**config.mk**
```make
export PLATFORM = sky130hd
export DESIGN_NAME = fifo_reader
export DESIGN_NICKNAME = d
export VERILOG_FILES = /design/src/rtl/fifo_rdr_pkg.sv /design/src/rtl/fifo_rdr_obuf.sv /design/src/rtl/fifo_reader.sv
export SDC_FILE = /design/constraint.sdc
export NUM_CORES = 1
export LEC_CHECK = 0
export CAP_MARGIN = 20
export CORE_ASPECT_RATIO = 0.6
export CORE_MARGIN = 3
export CORE_UTILIZATION = 48
export DETAILED_ROUTE_END_ITERATION = 10
export PLACE_DENSITY = 0.88
export SLEW_MARGIN = 20
export SYNTH_ARGS = -nofsm -noshare
export SYNTH_HDL_FRONTEND = slang
export SYNTH_SLANG_ARGS = --single-unit
```
**constraint.sdc**
```tcl
create_clock -name clk -period 2.7 [get_ports clk]
set_input_delay 0.54 -clock clk [delete_from_list [all_inputs] [get_ports clk]]
set_output_delay 0.54 -clock clk [all_outputs]
set_load 0.1 [all_outputs]
```
**src/rtl/fifo_rdr_pkg.sv**
```systemverilog
// Shared types and defaults for the FiFo read-side master (fifo_reader).
// The optional frame marker on m_last is enabled by defining FIFO_RDR_LAST_EN.
package fifo_rdr_pkg;

  localparam int unsigned DATA_BUS_SIZE_DEF = 32;
  localparam int unsigned RD_LATENCY_DEF    = 2;
  localparam int unsigned BUF_DEPTH_DEF     = 2;
  localparam int unsigned FRAME_LEN_DEF     = 8;

  typedef enum logic [1:0] {
    IDLE    = 2'd0,
    ISSUE   = 2'd1,
    WAIT    = 2'd2,
    CAPTURE = 2'd3
  } rdr_state_e;

  typedef logic [DATA_BUS_SIZE_DEF-1:0] word_t;

  // Counter/pointer width that stays at least one bit wide for n <= 1.
  function automatic int unsigned cnt_width(input int unsigned n);
    return (n > 1) ? $clog2(n) : 1;
  endfunction

endpackage

```
**src/rtl/fifo_rdr_obuf.sv**
```systemverilog
// Circular output buffer for fifo_reader: push from the capture stage, pop on
// the downstream valid/ready handshake. Head word reads as zero while empty.
module fifo_rdr_obuf
  import fifo_rdr_pkg::*;
#(
  parameter int unsigned DW    = DATA_BUS_SIZE_DEF,
  parameter int unsigned DEPTH = BUF_DEPTH_DEF
) (
  input  logic          clk,
  input  logic          rst,
  input  logic          push_i,
  input  logic [DW-1:0] push_data_i,
  input  logic          pop_i,
  output logic [DW-1:0] head_o,
  output logic          valid_o,
  output logic          full_o
);

  localparam int unsigned PW = cnt_width(DEPTH);
  localparam int unsigned CW = $clog2(DEPTH + 1);

  logic [DW-1:0]    mem_q [DEPTH];
  logic [PW-1:0]    wr_ptr_q, wr_ptr_d;
  logic [PW-1:0]    rd_ptr_q, rd_ptr_d;
  logic [CW-1:0]    cnt_q, cnt_d;
  logic [DEPTH-1:0] wr_en;
  logic             pop_ok;

  function automatic logic [PW-1:0] ptr_inc(input logic [PW-1:0] p);
    return (p == PW'(DEPTH - 1)) ? '0 : p + 1'b1;
  endfunction

  assign valid_o = (cnt_q != '0);
  assign full_o  = (cnt_q == CW'(DEPTH));
  assign pop_ok  = pop_i && valid_o;
  assign head_o  = valid_o ? mem_q[rd_ptr_q] : '0;

  genvar gi;
  generate
    for (gi = 0; gi < DEPTH; gi++) begin : g_wr_en
      assign wr_en[gi] = push_i && (wr_ptr_q == PW'(gi));
    end
  endgenerate

  always_comb begin
    wr_ptr_d = push_i ? ptr_inc(wr_ptr_q) : wr_ptr_q;
    rd_ptr_d = pop_ok ? ptr_inc(rd_ptr_q) : rd_ptr_q;
    cnt_d    = cnt_q;
    if (push_i && !pop_ok) begin
      cnt_d = cnt_q + 1'b1;
    end else if (!push_i && pop_ok) begin
      cnt_d = cnt_q - 1'b1;
    end
  end

  always_ff @(posedge clk) begin
    if (rst) begin
      wr_ptr_q <= '0;
      rd_ptr_q <= '0;
      cnt_q    <= '0;
    end else begin
      wr_ptr_q <= wr_ptr_d;
      rd_ptr_q <= rd_ptr_d;
      cnt_q    <= cnt_d;
    end
  end

  // Storage has no reset: the count alone decides which entries are live.
  always_ff @(posedge clk) begin
    for (int i = 0; i < int'(DEPTH); i++) begin
      if (wr_en[i]) begin
        mem_q[i] <= push_data_i;
      end
    end
  end

endmodule

```
**src/rtl/fifo_reader.sv**
```systemverilog
// Read-side master for FiFo: paced rd/empt/data_out reads re-presented as a
// valid/ready stream. Define FIFO_RDR_LAST_EN to drive m_last every FRAME_LEN words.
module fifo_reader
  import fifo_rdr_pkg::*;
#(
  parameter int unsigned DATA_BUS_SIZE = DATA_BUS_SIZE_DEF,
  parameter int unsigned RD_LATENCY    = RD_LATENCY_DEF,
  parameter int unsigned BUF_DEPTH     = BUF_DEPTH_DEF,
  parameter int unsigned FRAME_LEN     = FRAME_LEN_DEF
) (
  input  logic                     clk,
  input  logic                     rst,
  input  logic                     en,
  output logic                     fifo_rd,
  input  logic                     fifo_empt,
  input  logic [DATA_BUS_SIZE-1:0] fifo_data,
  output logic [DATA_BUS_SIZE-1:0] m_data,
  output logic                     m_valid,
  input  logic                     m_ready,
  output logic                     m_last,
  output logic                     busy
);

  localparam int unsigned WW = cnt_width(RD_LATENCY);

  generate
    if (RD_LATENCY < 1 || BUF_DEPTH < 1 || FRAME_LEN < 1 ||
        (BUF_DEPTH & (BUF_DEPTH - 1)) != 0) begin : g_param_check
      $error("fifo_reader: illegal parameter set");
    end
  endgenerate

  rdr_state_e    state_q, state_d;
  logic [WW-1:0] wait_cnt_q, wait_cnt_d;
  logic          fifo_rd_q;
  logic          buf_full;
  logic          push;
  logic          pop;

  always_comb begin
    state_d    = state_q;
    wait_cnt_d = wait_cnt_q;
    unique case (state_q)
      IDLE: begin
        // Only one read is ever in flight, so checking space here is enough.
        if (en && !fifo_empt && !buf_full) begin
          state_d = ISSUE;
        end
      end
      ISSUE: begin
        wait_cnt_d = WW'(RD_LATENCY - 1);
        state_d    = (RD_LATENCY == 1) ? CAPTURE : WAIT;
      end
      WAIT: begin
        if (wait_cnt_q <= WW'(1)) begin
          state_d = CAPTURE;
        end else begin
          wait_cnt_d = wait_cnt_q - 1'b1;
        end
      end
      CAPTURE: begin
        state_d = IDLE;
      end
      default: begin
        state_d = IDLE;
      end
    endcase
  end

  always_ff @(posedge clk) begin
    if (rst) begin
      state_q    <= IDLE;
      wait_cnt_q <= '0;
      fifo_rd_q  <= 1'b0;
    end else begin
      state_q    <= state_d;
      wait_cnt_q <= wait_cnt_d;
      fifo_rd_q  <= (state_d == ISSUE);
    end
  end

  assign fifo_rd = fifo_rd_q;
  assign busy    = (state_q != IDLE);
  assign push    = (state_q == CAPTURE);
  assign pop     = m_valid && m_ready;

  fifo_rdr_obuf #(
    .DW    (DATA_BUS_SIZE),
    .DEPTH (BUF_DEPTH)
  ) u_obuf (
    .clk         (clk),
    .rst         (rst),
    .push_i      (push),
    .push_data_i (fifo_data),
    .pop_i       (pop),
    .head_o      (m_data),
    .valid_o     (m_valid),
    .full_o      (buf_full)
  );

`ifdef FIFO_RDR_LAST_EN
  localparam int unsigned FW = cnt_width(FRAME_LEN);

  logic [FW-1:0] frame_cnt_q, frame_cnt_d;
  logic          head_is_last;

  assign head_is_last = (frame_cnt_q == FW'(FRAME_LEN - 1));
  assign m_last       = m_valid && head_is_last;

  always_comb begin
    frame_cnt_d = frame_cnt_q;
    if (pop) begin
      frame_cnt_d = head_is_last ? '0 : frame_cnt_q + 1'b1;
    end
  end

  always_ff @(posedge clk) begin
    if (rst) begin
      frame_cnt_q <= '0;
    end else begin
      frame_cnt_q <= frame_cnt_d;
    end
  end
`else
  assign m_last = 1'b0;
`endif

endmodule

```
* Word level (Yosys, flattened, before mapping)
Memory sizes are Yosys's and may differ from the RTL's. A register that Yosys moved wholly into a read port is not among the register bits.
Cells that the tools add are included.
** Word-level totals
- Flip-flop bits (word level) :: 8
- Latch bits :: 0
- Bits in writable memories :: 64
- Bits in read-only memories :: 0
- Input bits :: 37
- Output and inout port bits :: 36
- Word-level logic and storage cells :: 58
- Memories :: 1
** Memory list
- u_obuf.mem_q :: depth 2, width 32, read ports 1, clocked after memory_dff 1, wr ports 1, RTL line fifo_rdr_obuf.sv:22 : logic [DW-1:0] mem_q [DEPTH];
** Operators by class
- $add $sub $neg :: 5
- $mul :: 0
- Div/mod/pow operators :: 0
- $lt $le $gt $ge :: 1
- Equality and inequality tests :: 6
- Shift-type cells :: 0
- Mux-type cells :: 19
- Bitwise logic cells :: 1
- Reduce and logical (&&, ||, !) cells :: 19
** Operators with widths (count)
- 32-bit two-way mux :: 2
- 32-bit OR reduction :: 1
- 1-bit two-way mux :: 11
- 1-bit logical AND :: 8
- 2-bit two-way mux :: 4
- 2-bit one-hot mux with 4 select lines :: 1
- 2-bit nonzero test :: 4
- 2-bit equality test, second input constant :: 3
- 2-bit by 1-bit equality test with 1-bit output, second input constant :: 2
- 1-bit zero test :: 4
- 1-bit adder, second input constant :: 2
- 2-bit by 1-bit adder with 2-bit output, second input constant :: 1
- 2-bit zero test :: 1
- 2-bit inequality test, second input constant :: 1
- 1-bit one-hot mux with 2 select lines :: 1
- 2-bit AND reduction :: 1
- 2-bit by 1-bit subtractor with 2-bit output, second input constant :: 1
- 1-bit less-or-equal comparator, second input constant :: 1
- 1-bit inverter :: 1
- 1-bit subtractor, second input constant :: 1

* Depth between registers and ports, before layout
- Depth after elaboration :: 6
- Gate-level depth with buffers :: 5

* Hierarchy
Synthesis repeated with hierarchy kept, for this count alone.
** Second synthesis, totals
- Cell total of the unflattened synthesis :: 176
- Area total of the unflattened synthesis :: 2790.2 um^2
** By module, submodules not included
- fifo_rdr_obuf :: times used 1, cells each 158, area each 2617.5 um^2, sequential area each 2021.9 um^2
- fifo_reader :: times used 1, cells each 18, area each 172.7 um^2, sequential area each 60.1 um^2

* Worst setup path before layout
No wires, ideal clock.
- Path type :: reg2out
- Start point :: reg (tool-made name)
- End point :: out m_data[0]
- Data arrival time :: 1.973 ns
- Slack :: 0.187 ns
- Cell stages (with the launch flop) :: 5
- Path buffers :: 2
- Path through :: dfxtp_1 buf_2 buf_4 mux2i_1 nor2_1
** RTL lines
- to (decl) :: RTL line fifo_reader.sv:17 : output logic [DATA_BUS_SIZE-1:0] m_data,

==> results.yml <==
timing:
  hold_viol: 0
  tns_ns: 0
  max_freq_mhz: 428
  timing.final.crit_share_pct: 86.5
  setup_viol: 0
  period_minus_slack_ns: 2.34
  slew_violations: 0
  finClkSkew_ns: 0.00819
  max_slew.worst_pin.slew_ns: 0.538
  relSlewSlack_pct: 64.1
  rsz0062_at_grt: "no"
yosys:
  syn_nets: 217
  synth.top_cells.by_count: "edfxtp_1, nor2_1, mux2i_1"
  yosysWarnings: 0
  ys_ff_latch: 72
  yosysTopAreaCell: "edfxtp_1"
  synth-async-reset-ratio_pct: 0
  synth.distinct_cells: 21
  synth_area_leaders: "edfxtp_1, mux2i_1, dfxtp_1, nor2_1, ha_1"
  ys_seq_area_share_pct: 75.1
  synth_top_area_share_pct: 69.3
  synthMostInstantiatedCell: "edfxtp_1"
  syn_inst: 176
  synth_edf_count: 64
  ys.flop_type: "edfxtp_1"
  syn_avg_cell_area_sq_um: 15.8
  syn_area_sq_um: 2770
run_status:
  outcome: "complete, no violations"
grt:
  grt_pass1_vias: 1657
  overflow: 0
  grt_max_degree: 34
  track_usage_pct: 16.3
  grt_pass1_wl_mm: 8.23
  antenna_found_initial: 0
clock_network:
  clockRootBuffer: "clkbuf_8"
  clkSinkCount: 72
  clkLatencyLatePin_ns: 0.33
  cts_buffer_depth: 2
  postCtsSetupBuffers: 0
  htree_levels: 3
  tritoncts: "built"
  cts-hold-fix-buffers: 0
  numCtsBuffers: 9
  cts.clk_slew.worst_paths_ns: 0.06
  cts_resized: 0
detailed_routing:
  vias_per_cell: 4.80
  drc: 0
  met2_length_mm: 2.45
  top_layer: "met4"
  first_pass_iters: 4
  wl_met1_mm: 2.27
  drtIter0Drc: 53
  wirelength_mm: 5.10
  wl_per_cell_um: 15.1
  ant_nets: 0
  wl_met3_um: 355
  vias: 1619
worst_setup_path:
  arrival_ns: 1.80
  critPathLaunchType: "flop"
  cp-end-kind: "output port"
  cp.required_ns: 2.16
  worstSetupPathType: "flop to output port"
  crit_fanout: 17
final_layout:
  areaGrowthSynthToFinish_pct: 47.3
  register_area_sq_um: 2080
  n_fill_cell: 341
  drive_gt1_share_pct: 21.2
  fin_area_sq_um: 4090
  multiInputGateArea_sq_um: 628
  nets: 296
  n_antenna_cell: 0
placement:
  place.gp.congestion: 0.747
  placed_area_sq_um: 3910
  io_buffers: 71
  hpwl_mm: 3.60
floorplanning:
  die_w_um: 104
  io_pins: 73
  fp.dieH_um: 64.9
  rows: 20
  start_util_pct: 52.3
  core-area_sq_um: 5310
  die_area_sq_um: 6750
hold_path:
  holdCritPathClass: "flop to flop"
run:
  cap_violations: 0
## final cells by class
cell class | count | share of cell area, %
sequential | 72 | 51.0
timing repair buffer | 77 | 26.5
clock buffer | 10 | 3.12
tap | 77 | 2.36
inverter | 5 | 0.459
clock inverter | 6 | 1.23
multi-input combinational | 90 | 15.4
## worst max-delay path: stages, from the launching register on
cell	delay, ns
dfxtp_2	0.67
buf_12	0.25
mux2i_1	0.10
nor2_1	0.23
buf_12	0.22
## logic make-up after synthesis
| group | after synthesis | synth area share [%] |
|---|---|---|
| other cells | 1 | 0.135 |
| flops | 72 | 75.1 |
| fa+ha+maj | 4 | 1.81 |
| simple gates | 45 | 6.68 |
| buf+inv | 14 | 2.62 |
| xor+xnor | 4 | 1.26 |
| compound gates | 4 | 0.857 |
| mux | 32 | 11.6 |
## routing by layer
metal  global-route usage [%]  vias to the layer above
met3                     6.37                        4
met1                     21.0                      779
met5                        0                        -
li1                         -                      787
met4                     5.47                        0
met2                     25.6                       49
## cells in the final DEF, fill, tap and decap left out, drive strengths merged
master	instances
nor2b	2
a311oi	1
ha	4
inv	5
edfxtp	64
or3	1
xor2	3
clkdlybuf4s50	36
a21oi	1
clkinv	5
nand2b	1
xnor2	1
nor4	1
clkbuf	10
bufinv	1
conb	1
buf	41
nor2	38
and2	1
dfxtp	8
nor3	1
mux2i	32
o21ai	2
## per-stage QoR
step | hold slack [ns] | setup slack [ns] | utilization [%] | cells
floorplan | 0.472 | 0.187 | - | 176
global placement | 0.500 | 0.688 | 73.7 | 321
detailed placement | 0.521 | 0.655 | 73.7 | 321
CTS | 0.517 | 0.337 | 77.0 | 337
global route | 0.541 | 0.259 | 77.0 | 337
finish | 0.509 | 0.364 | 77.0 | 337
## state kept, by name (all words and copies together) (netlist names), named ones only
name,count
u_obuf.mem_q,64
state_q,2
u_obuf.cnt_q,2
fifo_rd,1
u_obuf.rd_ptr_q,1
u_obuf.wr_ptr_q,1
## path summary, 6_finish.rpt
path / from / endpoint / slack (ns) / cells after the start
setup / recovery: flop / m_data[9] / 0.36 / 4
hold / removal: u_obuf.rd_ptr_q / u_obuf.rd_ptr_q / 0.51 / 2
setup reg to reg: state_q[0] / u_obuf.mem_q[0][9] / 1.08 / 3
hold reg to reg: u_obuf.rd_ptr_q / u_obuf.rd_ptr_q / 0.51 / 2
Power is left out: the tool's default activity adds up to more than one toggle a clock period on the data nets, which glitch-free logic cannot reach.
